`config.mk`:
```
export PLATFORM = sky130hd
export DESIGN_NAME = wb_daq_channel
export DESIGN_NICKNAME = d
export VERILOG_FILES = /design/src/rtl/wb_daq_channel.sv
export SDC_FILE = /design/constraint.sdc
export NUM_CORES = 1
export LEC_CHECK = 0
export CELL_PAD_IN_SITES_DETAIL_PLACEMENT = 0
export CELL_PAD_IN_SITES_GLOBAL_PLACEMENT = 1
export CORE_MARGIN = 2
export CORE_UTILIZATION = 49
export DETAILED_ROUTE_END_ITERATION = 10
export PLACE_DENSITY = 0.85
export SLEW_MARGIN = 20
export SYNTH_ARGS = -nofsm -noshare
export SYNTH_HDL_FRONTEND = slang
export SYNTH_SLANG_ARGS = --single-unit
```
`constraint.sdc`:
```
create_clock -name wb_clk -period 11.8 [get_ports wb_clk]
set_clock_uncertainty 0.1 [all_clocks]
set_input_delay 2.36 -clock wb_clk [delete_from_list [all_inputs] [get_ports wb_clk]]
set_output_delay 2.36 -clock wb_clk [all_outputs]
set_load 0.05 [all_outputs]
```
`src/rtl/wb_daq_channel.sv`:
```
// wb_daq_channel: one DAQ acquisition channel engine.
// Samples are buffered in a small FIFO and drained to memory as Wishbone
// incrementing write bursts of We = max(1, min(W, FIFO_DEPTH)) beats.
//
// Ports:
//   wb_clk, wb_rst            clock, asynchronous active-high reset
//   daq_channel_control_reg   [0] enable, [7:2] watermark W, [31:16] ring size R
//   daq_channel_address_reg   buffer base byte address ([1:0] ignored)
//   daq_channel_status_reg    [0] busy [1] empty [2] full [3] overflow
//                             [4] bus_err [15:8] level [31:16] words written
//   data_i, data_valid_i      sample input, one-cycle strobe
//   wb_m_*                    Wishbone master write port
//   interrupt                 high while overflow or bus_err is set
//
// Optional feature: define DAQ_CHANNEL_RING_EN to make the buffer a ring of
// R words (R = control[31:16], R = 0 keeps linear addressing).
module wb_daq_channel #(
    parameter int dw         = 32,
    parameter int FIFO_DEPTH = 8,
    parameter int FIFO_AW    = 3
) (
    input  logic          wb_clk,
    input  logic          wb_rst,
    input  logic [dw-1:0] daq_channel_control_reg,
    input  logic [dw-1:0] daq_channel_address_reg,
    output logic [dw-1:0] daq_channel_status_reg,
    input  logic [dw-1:0] data_i,
    input  logic          data_valid_i,
    output logic [dw-1:0] wb_m_adr_o,
    output logic [dw-1:0] wb_m_dat_o,
    output logic [3:0]    wb_m_sel_o,
    output logic          wb_m_we_o,
    output logic          wb_m_cyc_o,
    output logic          wb_m_stb_o,
    output logic [2:0]    wb_m_cti_o,
    output logic [1:0]    wb_m_bte_o,
    input  logic          wb_m_ack_i,
    input  logic          wb_m_err_i,
    output logic          interrupt
);

    typedef enum logic [1:0] {S_IDLE, S_WAIT, S_BURST, S_ERROR} state_t;
    state_t state_q, state_d;

    logic            enable, en_q, en_rise;
    logic [5:0]      wm;
    logic [6:0]      we_eff;
    logic [6:0]      beats_q, beats_d;
    logic [FIFO_AW:0] wr_q, wr_d, rd_q, rd_d, level;
    logic            full, empty, push, pop, err_hit;
    logic [dw-1:0]   ptr_q, ptr_d, base_addr, status_d, status_q;
    logic [15:0]     cnt_q;
    logic            ovf_q, berr_q;
    logic [dw-1:0]   mem [FIFO_DEPTH];

    assign enable    = daq_channel_control_reg[0];
    assign wm        = daq_channel_control_reg[7:2];
    assign en_rise   = enable & ~en_q;
    assign base_addr = daq_channel_address_reg & ~dw'(3);

    assign level = wr_q - rd_q;
    assign full  = (level == (FIFO_AW+1)'(FIFO_DEPTH));
    assign empty = (level == '0);

    // Effective watermark: clamp W into 1..FIFO_DEPTH.
    always_comb begin
        if (wm == 6'd0)                        we_eff = 7'd1;
        else if (7'(wm) > 7'(FIFO_DEPTH))      we_eff = 7'(FIFO_DEPTH);
        else                                   we_eff = 7'(wm);
    end

    // err has priority over ack; the faulting word stays in the FIFO.
    assign err_hit = (state_q == S_BURST) && wb_m_err_i;
    assign pop     = (state_q == S_BURST) && wb_m_ack_i && !wb_m_err_i;
    // A start flushes the FIFO, so a sample arriving with it always fits.
    assign push    = data_valid_i && enable && (!full || pop || en_rise);

    always_comb begin
        wr_d = wr_q + (FIFO_AW+1)'(push);
        rd_d = rd_q + (FIFO_AW+1)'(pop);
        if (en_rise) begin
            wr_d = (FIFO_AW+1)'(push);
            rd_d = '0;
        end
    end

    always_ff @(posedge wb_clk) begin
        if (push) mem[en_rise ? '0 : wr_q[FIFO_AW-1:0]] <= data_i;
    end

    // Address pointer next state (optionally wrapping to base as a ring).
`ifdef DAQ_CHANNEL_RING_EN
    logic [15:0]   ring_r, rcnt_q, rcnt_d;
    logic [dw-1:0] rbase_q;
    logic          unused_bits;
    assign ring_r      = daq_channel_control_reg[31:16];
    assign unused_bits = ^{daq_channel_control_reg[15:8], daq_channel_control_reg[1],
                           daq_channel_address_reg[1:0]};

    always_comb begin
        ptr_d  = ptr_q;
        rcnt_d = rcnt_q;
        if (en_rise) begin
            ptr_d  = base_addr;
            rcnt_d = '0;
        end else if (pop) begin
            if (ring_r != 16'd0 && rcnt_q + 16'd1 == ring_r) begin
                ptr_d  = rbase_q;
                rcnt_d = '0;
            end else begin
                ptr_d  = ptr_q + dw'(4);
                rcnt_d = rcnt_q + 16'd1;
            end
        end
    end

    always_ff @(posedge wb_clk or posedge wb_rst) begin
        if (wb_rst) begin
            rcnt_q  <= '0;
            rbase_q <= '0;
        end else begin
            rcnt_q <= rcnt_d;
            if (en_rise) rbase_q <= base_addr;
        end
    end
`else
    logic unused_bits;
    assign unused_bits = ^{daq_channel_control_reg[31:8], daq_channel_control_reg[1],
                           daq_channel_address_reg[1:0]};

    always_comb begin
        ptr_d = ptr_q;
        if (en_rise)  ptr_d = base_addr;
        else if (pop) ptr_d = ptr_q + dw'(4);
    end
`endif

    // FSM next state.
    always_comb begin
        state_d = state_q;
        beats_d = beats_q;
        case (state_q)
            S_IDLE:  if (en_rise) state_d = S_WAIT;
            S_WAIT: begin
                if (!enable) state_d = S_IDLE;
                else if (7'(level) >= we_eff) begin
                    beats_d = we_eff;
                    state_d = S_BURST;
                end
            end
            S_BURST: begin
                if (err_hit) state_d = S_ERROR;
                else if (pop) begin
                    beats_d = beats_q - 7'd1;
                    // A disable mid-burst only takes effect once the burst ends.
                    if (beats_q == 7'd1) state_d = enable ? S_WAIT : S_IDLE;
                end
            end
            S_ERROR: if (!enable) state_d = S_IDLE;
            default: state_d = S_IDLE;
        endcase
    end

    always_comb begin
        status_d         = '0;
        status_d[0]      = (state_q != S_IDLE);
        status_d[1]      = empty;
        status_d[2]      = full;
        status_d[3]      = ovf_q;
        status_d[4]      = berr_q;
        status_d[15:8]   = 8'(level);
        status_d[31:16]  = cnt_q;
    end

    always_ff @(posedge wb_clk or posedge wb_rst) begin
        if (wb_rst) begin
            state_q  <= S_IDLE;
            beats_q  <= '0;
            en_q     <= 1'b0;
            wr_q     <= '0;
            rd_q     <= '0;
            ptr_q    <= '0;
            cnt_q    <= '0;
            ovf_q    <= 1'b0;
            berr_q   <= 1'b0;
            status_q <= dw'(2);
        end else begin
            state_q  <= state_d;
            beats_q  <= beats_d;
            en_q     <= enable;
            wr_q     <= wr_d;
            rd_q     <= rd_d;
            ptr_q    <= ptr_d;
            status_q <= status_d;
            if (en_rise)                        cnt_q <= '0;
            else if (pop && cnt_q != 16'hFFFF)  cnt_q <= cnt_q + 16'd1;
            if (en_rise)                            ovf_q <= 1'b0;
            else if (data_valid_i && enable && !push) ovf_q <= 1'b1;
            if (en_rise)      berr_q <= 1'b0;
            else if (err_hit) berr_q <= 1'b1;
        end
    end

    // Bus outputs decode straight from registered state, so reset drops them at once.
    assign wb_m_cyc_o = (state_q == S_BURST);
    assign wb_m_stb_o = wb_m_cyc_o;
    assign wb_m_we_o  = wb_m_cyc_o;
    assign wb_m_sel_o = wb_m_cyc_o ? 4'hF : 4'h0;
    assign wb_m_adr_o = wb_m_cyc_o ? ptr_q : '0;
    assign wb_m_dat_o = wb_m_cyc_o ? mem[rd_q[FIFO_AW-1:0]] : '0;
    assign wb_m_cti_o = !wb_m_cyc_o ? 3'b000 : (beats_q == 7'd1) ? 3'b111 : 3'b010;
    assign wb_m_bte_o = 2'b00;

    assign daq_channel_status_reg = status_q;
    assign interrupt              = ovf_q | berr_q;

endmodule

```
==> metrics, run 1 <==
WS Path Type=register to primary output; WP buf/inv=4; Layout Cells excl Fill=1550; CTS Buf Count=37; Seq/Total Area, Yosys=0.6861; Iteration-0 DRC Markers=682; initial antenna violation count=2; Required @ worst endpoint=9340 ps; Gate Count Post-Synth=961; total number of vias=8493; minimum clock period=6307 ps; post-synthesis simple-gate area fraction=0.1018; final core occ=0.6063; top cells by area, synth=edfxtp_1 53%, dfrtp_1 16%, mux4_2 9.9%; CTS max path bufs=3; Hold Path End=daq_channel_status_reg[4]; Inst Count DP=around 1500; Row Count=63; total gr overflow=0; setup TNS=0 ps; Tightest Pin Transition=971.5 ps; Critical-path top delay cell=clkdlybuf4s50_1; crit path max fanout=31; R2R cell count=10; r2r setup slk=approximately 7100 ps; layout cells sized above 1=0.1399; htree depth=2; cell count of the worst hold path=0; clk_lat worst skew=530 ps; Design Power=3270 µW; Initial Utilization=0.4940; Leakage=roughly 0.0063 µW; crit-path cells=inv_1, nand2_2, buf_4, inv_1, and2_1, clkdlybuf4s50_1; total power divided by cell area=183.4 nW/µm²; CTS resizes=0; post-CTS setup repair buffer count=0; WL per Instance=19.99 µm; combinational family with the most area after synthesis=simple AND/OR/NAND/NOR gates; routed vias/inst=5.479; Routed WL=30990 µm; worst r2r src=rd_q[0]; Core ar.=29400 µm²; Seq cells post-synth=~350; Slew Viols, Final=0; final period utilization=0.5345; startpoint class of the critical path=register; Avg Inst Size Synth=around 15 µm²; met2 wire length=15540 µm; WL met3=1655 µm; most common cell after layout, fill and taps aside=edfxtp_1; Hold Buf Count CTS=0; relative slew slack=0.3523; PortBufs=171; number of remaining DRC errors=0; Syn-to-layout area delta=22.72%; HPWL Detailed=18290 µm; Hold Fails Final Rpt=0; commonest cells after routing, fill and taps aside=256 x edfxtp_1, 171 x clkdlybuf4s50_1, 121 x nand2_1; die footprint=slightly above 30000 µm²; post-synthesis adder-cell area fraction=0.01430; clock-pin slew on the worst setup and hold paths=about 60 ps; area leader, netlist=edfxtp_1; first-pass GRT wire length=48470 µm; post-synthesis mux area share=0.09923; HP Start=berr_q; vias in the first global route=8664; Clock Sinks=347; max-cap violation count=0; Die Y=176.2 µm; CTS tree=yes; GRT Overall Usage=0.2038; Detailed Routing Iterations Pass 1=7; M1 wire length=~13000 µm; Post-synth EDFFs=256; hold crit path type=register to register; highest metal used=met4; Mapped Area=roughly 15000 µm²; run status=completed; worst ir drop on vdd=approximately 0.00014 V; fmax=0.1585 GHz; Async SR Flop Fraction=0.2622; RSZ-0062 raised after global routing=false; Ys Warns=0; post-synthesis compound-gate area fraction=0.04178; fillers=approximately 2200; routability congestion estimate=0.7746; Final setup viols=0; Post-Synth XOR/XNOR Area=0.02774; Crit path largest cell delay=approximately 810 ps; io pins=210; Main synth FF type=edfxtp_1; Worst Path Arrival=3850 ps; max FFs per register=between 200 and 300; post-synth top area share=0.5292; Post-Place Setup Slack=5996 ps; reg2reg end=mem[0][4]; Layout Nets=1250; pin count of the biggest net entering global routing=69; antenna-violating nets left=0; Top delay family on crit path=buffers and inverters; Root Driver=clkbuf_16; most used cell, CP=inv_1; distinct cell type count of the synthesized netlist=59; final worst slack=5493 ps; Critical Path End Type=primary output; Die Span X=176.2 µm
## worst max path at each step
stage | startpoint | endpoint | slack (ps) | depth (start not counted)
finish | state_q[0] | wb_m_cti_o[0] | 5490 | 6
global route | state_q[0] | wb_m_cti_o[0] | 5180 | 6
CTS | state_q[0] | wb_m_cti_o[0] | 5420 | 6
detailed placement | state_q[0] | wb_m_cti_o[0] | 6000 | 6
global placement | state_q[0] | wb_m_cti_o[2] | 5980 | 6
floorplan | wb_m_err_i | mem[2][0] | 5120 | 5
## stage by stage
| step | cell area, µm² | hold WS (ps) |
|---|---|---|
| final | 17830 | 307.5 |
| after global routing | 17820 | 339.6 |
| after CTS | 17820 | 308.5 |
| after detailed placement | 16610 | 294.0 |
| after global placement | 16610 | 288.6 |
| after floorplan | 14560 | 266.6 |
## per-layer routing
metal  vias to the layer above  global-route usage
met5                         -                   0
met4                         0             0.05888
met3                        40             0.03424
met2                       228              0.3408
met1                      4288              0.2777
li1                       3937                   -
## report_power, final
part	internal (µW)	leakage [µW]	switching, µW	total [µW]
Combinational	255	0.00223	398	654
Sequential	1390	0.00350	72.8	1470
Clock	682	0.000576	468	1150
## cell usage after synthesis (2+ instances only)
library cell,instances
a21oi_1,49
a2bb2oi_1,2
a31oi_1,3
and2_1,7
and3_1,33
and3b_1,2
buf_1,6
buf_2,7
buf_4,21
buf_6,3
clkbuf_1,28
dfrtp_1,90
edfxtp_1,256
ha_1,15
inv_1,17
mux4_2,64
nand2_1,122
nand2b_1,3
nand3_1,24
nand3b_1,2
nand4_1,12
nor2_1,41
nor2b_1,3
nor3_1,15
nor4_1,11
nor4b_1,3
o21a_1,3
o21ai_0,30
o21ai_1,9
o22ai_1,2
o41ai_1,2
or2_2,3
or3_1,3
xnor2_1,20
xor2_1,26
## kinds of logic after synthesis
kind of cell / after synthesis
AOI/OAI and AO/OA: 109
xor gates and xnor gates: 46
adders and majority gates: 16
buffers and inverters: 82
DFF: 347
muxes: 64
other: 1
and+or+nand+nor: 296
## area by class of cell
type,count,area [µm²],share of cell area
inverter,17,65.06,0.003650
antenna,2,5.005,0.0002808
timing repair buffer,188,1839,0.1032
tap,390,488.0,0.02737
sequential,347,9971,0.5593
clock inverter,21,240.2,0.01348
multi-input combinational,542,4248,0.2383
clock buffer,43,969.7,0.05440
Note: power is estimated with default switching activity, not from simulation.
==> run 2: changes to the inputs <==
--- a/config.mk
+++ b/config.mk
@@ -8,9 +8,9 @@
 export CELL_PAD_IN_SITES_DETAIL_PLACEMENT = 0
 export CELL_PAD_IN_SITES_GLOBAL_PLACEMENT = 1
 export CORE_MARGIN = 2
-export CORE_UTILIZATION = 49
+export CORE_UTILIZATION = 41
 export DETAILED_ROUTE_END_ITERATION = 10
-export PLACE_DENSITY = 0.85
+export PLACE_DENSITY = 0.76
 export SLEW_MARGIN = 20
 export SYNTH_ARGS = -nofsm -noshare
 export SYNTH_HDL_FRONTEND = slang
==> constraint.sdc (replaced) <==
create_clock -name wb_clk -period 5.6 [get_ports wb_clk]
set_clock_uncertainty 0.1 [all_clocks]
set_input_delay 1.12 -clock wb_clk [delete_from_list [all_inputs] [get_ports wb_clk]]
set_output_delay 1.12 -clock wb_clk [all_outputs]
set_load 0.05 [all_outputs]
==> run 2 against run 1 <==
Non-clock buffer count is 10 higher. Clock power grew 100%. Global-route usage fell by 3.1 points. Combinational power up 110%. Largest power group unchanged. Sequential power is 110% higher. Critical path type unchanged.
==> metrics, run 2 (same netlist as run 1, synthesis figures left out) <==
Row Count=68 (+7.9%); Clock Sinks=347 (unchanged); RSZ-0062 raised after global routing=false; htree depth=2 (unchanged); clock-pin slew on the worst setup and hold paths=50 ps (about the same); Iteration-0 DRC Markers=468 (-31%); HPWL Detailed=19280 µm (+5.4%); die footprint=36950 µm² (+19%); Hold Fails Final Rpt=0 (unchanged); Layout Cells excl Fill=1626 (+4.9%); Crit path largest cell delay=950 ps (+140 ps); WS Path Type=register to primary output; layout cells sized above 1=0.1452 (+0.005279); Layout Nets=1260 (+0.80%); CTS resizes=0 (unchanged); Root Driver=clkbuf_16; most common cell after layout, fill and taps aside=edfxtp_1; routability congestion estimate=0.7838 (+1.2%); Syn-to-layout area delta=23.42%; fmax=0.2113 GHz; Required @ worst endpoint=4380 ps (-4960 ps); relative slew slack=0.3817 (+0.02941); Die Span X=192.2 µm (+9.1%); Core ar.=34710 µm² (+18%); Inst Count DP=1559 (+5.1%); total gr overflow=0 (unchanged); pin count of the biggest net entering global routing=60 (-13%); Critical-path top delay cell=dfrtp_1; Critical Path End Type=primary output; routed vias/inst=5.237 (-4.4%); Initial Utilization=0.4184 (-0.07559); first-pass GRT wire length=48110 µm (-0.76%); final period utilization=0.8453; initial antenna violation count=2 (unchanged); total power divided by cell area=380.1 nW/µm² (+110%); PortBufs=171 (unchanged); hold crit path type=register to register; Slew Viols, Final=0 (unchanged); total number of vias=8516 (+0.27%); WP buf/inv=2 (-2); post-CTS setup repair buffer count=0 (unchanged); minimum clock period=4734 ps; number of remaining DRC errors=0 (unchanged); Die Y=192.2 µm (+9.1%); GRT Overall Usage=0.1723 (-0.03146); Worst Setup SP=state_q[1]; Tightest Pin Transition=927.4 ps (-44.11 ps); Leakage=0.006356 µW (+0.71%); CTS max path bufs=3 (unchanged); HP Start=berr_q; Hold Slack=303.8 ps (-3.719 ps); commonest cells after routing, fill and taps aside=256 x edfxtp_1, 171 x clkdlybuf4s50_1, 121 x nand2_1; CTS tree=yes; crit-path cells=nand2_2, buf_4, a21oi_1, clkdlybuf4s50_1; antenna cell count=0 (-2); worst ir drop on vdd=0.0003097 V (+120%); Design Power=6814 µW (+110%); Final setup viols=0 (unchanged); Hold Buf Count CTS=0 (unchanged); Worst Path Arrival=3510 ps (-340 ps); max-cap violation count=0 (unchanged); run status=completed; io pins=210 (unchanged); Routed WL=31500 µm (+1.7%); vias in the first global route=8547 (-1.4%); antenna-violating nets left=0 (unchanged); WL per Instance=19.37 µm (-3.1%); crit path max fanout=35 (+13%); startpoint class of the critical path=register; worst r2r src=rd_q[0]; Top delay family on crit path=buffers and inverters; r2r setup slk=1820 ps (-5290 ps); clk_lat worst skew=550 ps (+20 ps); CTS Buf Count=37 (unchanged); Detailed Routing Iterations Pass 1=5 (-2); max FFs per register=256 (unchanged)
## run 2: cell types whose count changed in the layout (fill, tap and decap cells not counted), moves of 2 or more
| cell | change |
|---|---|
| clkinvlp_4 | -4 |
| buf_4 | +10 |
| clkinv_2 | +4 |
| clkbuf_1 | +3 |
| diode_2 | -2 |
| bufinv_16 | -3 |
## run 2: routing by layer
metal	up-vias	wire (µm)	track usage
li1	3958	-	-
met1	4283	13370	0.2235
met2	220	15540	0.2948
met3	51	1984	0.03654
met4	4	584	0.04521
met5	-	32	0
## run 2: layout make-up
type / instances / area [µm²]
Clock buffer: 47 / 988.4
Clock inverter: 20 / 175.2
Fill cell: 2876 / 16790
Inverter: 17 / 66.31
Multi-Input combinational cell: 542 / 4243
Sequential cell: 347 / 9971
Tap cell: 455 / 569.3
Timing Repair Buffer: 198 / 1914
## run 2: stage by stage
step / utilization / setup WS, ps / instance area [µm²] / TNS (ps)
after detailed placement: 0.4829 / 1176 / 16760 / 0
after floorplan: - / -239.5 / 14560 / -45940
final: 0.5164 / 866.3 / 17930 / 0
after global routing: 0.5164 / 624.6 / 17930 / 0
after global placement: 0.4829 / 1176 / 16760 / 0
after CTS: 0.5164 / 817.9 / 17930 / 0
## run 2: report_power, final
part           leakage (µW)  switching, µW  internal [µW]
Clock              0.000572           1000           1320
Combinational       0.00228            835            557
Sequential          0.00350            165           2940
## run 2: final timing paths
kind                       cells past startpoint                   endpoint
min                                            0  daq_channel_status_reg[4]
min in group asynchronous                      2                    rd_q[2]
max                                            4              wb_m_dat_o[1]
max reg2reg                                   11                 mem[3][28]
min reg2reg                                    0  daq_channel_status_reg[4]
max in group asynchronous                      3  daq_channel_status_reg[1]
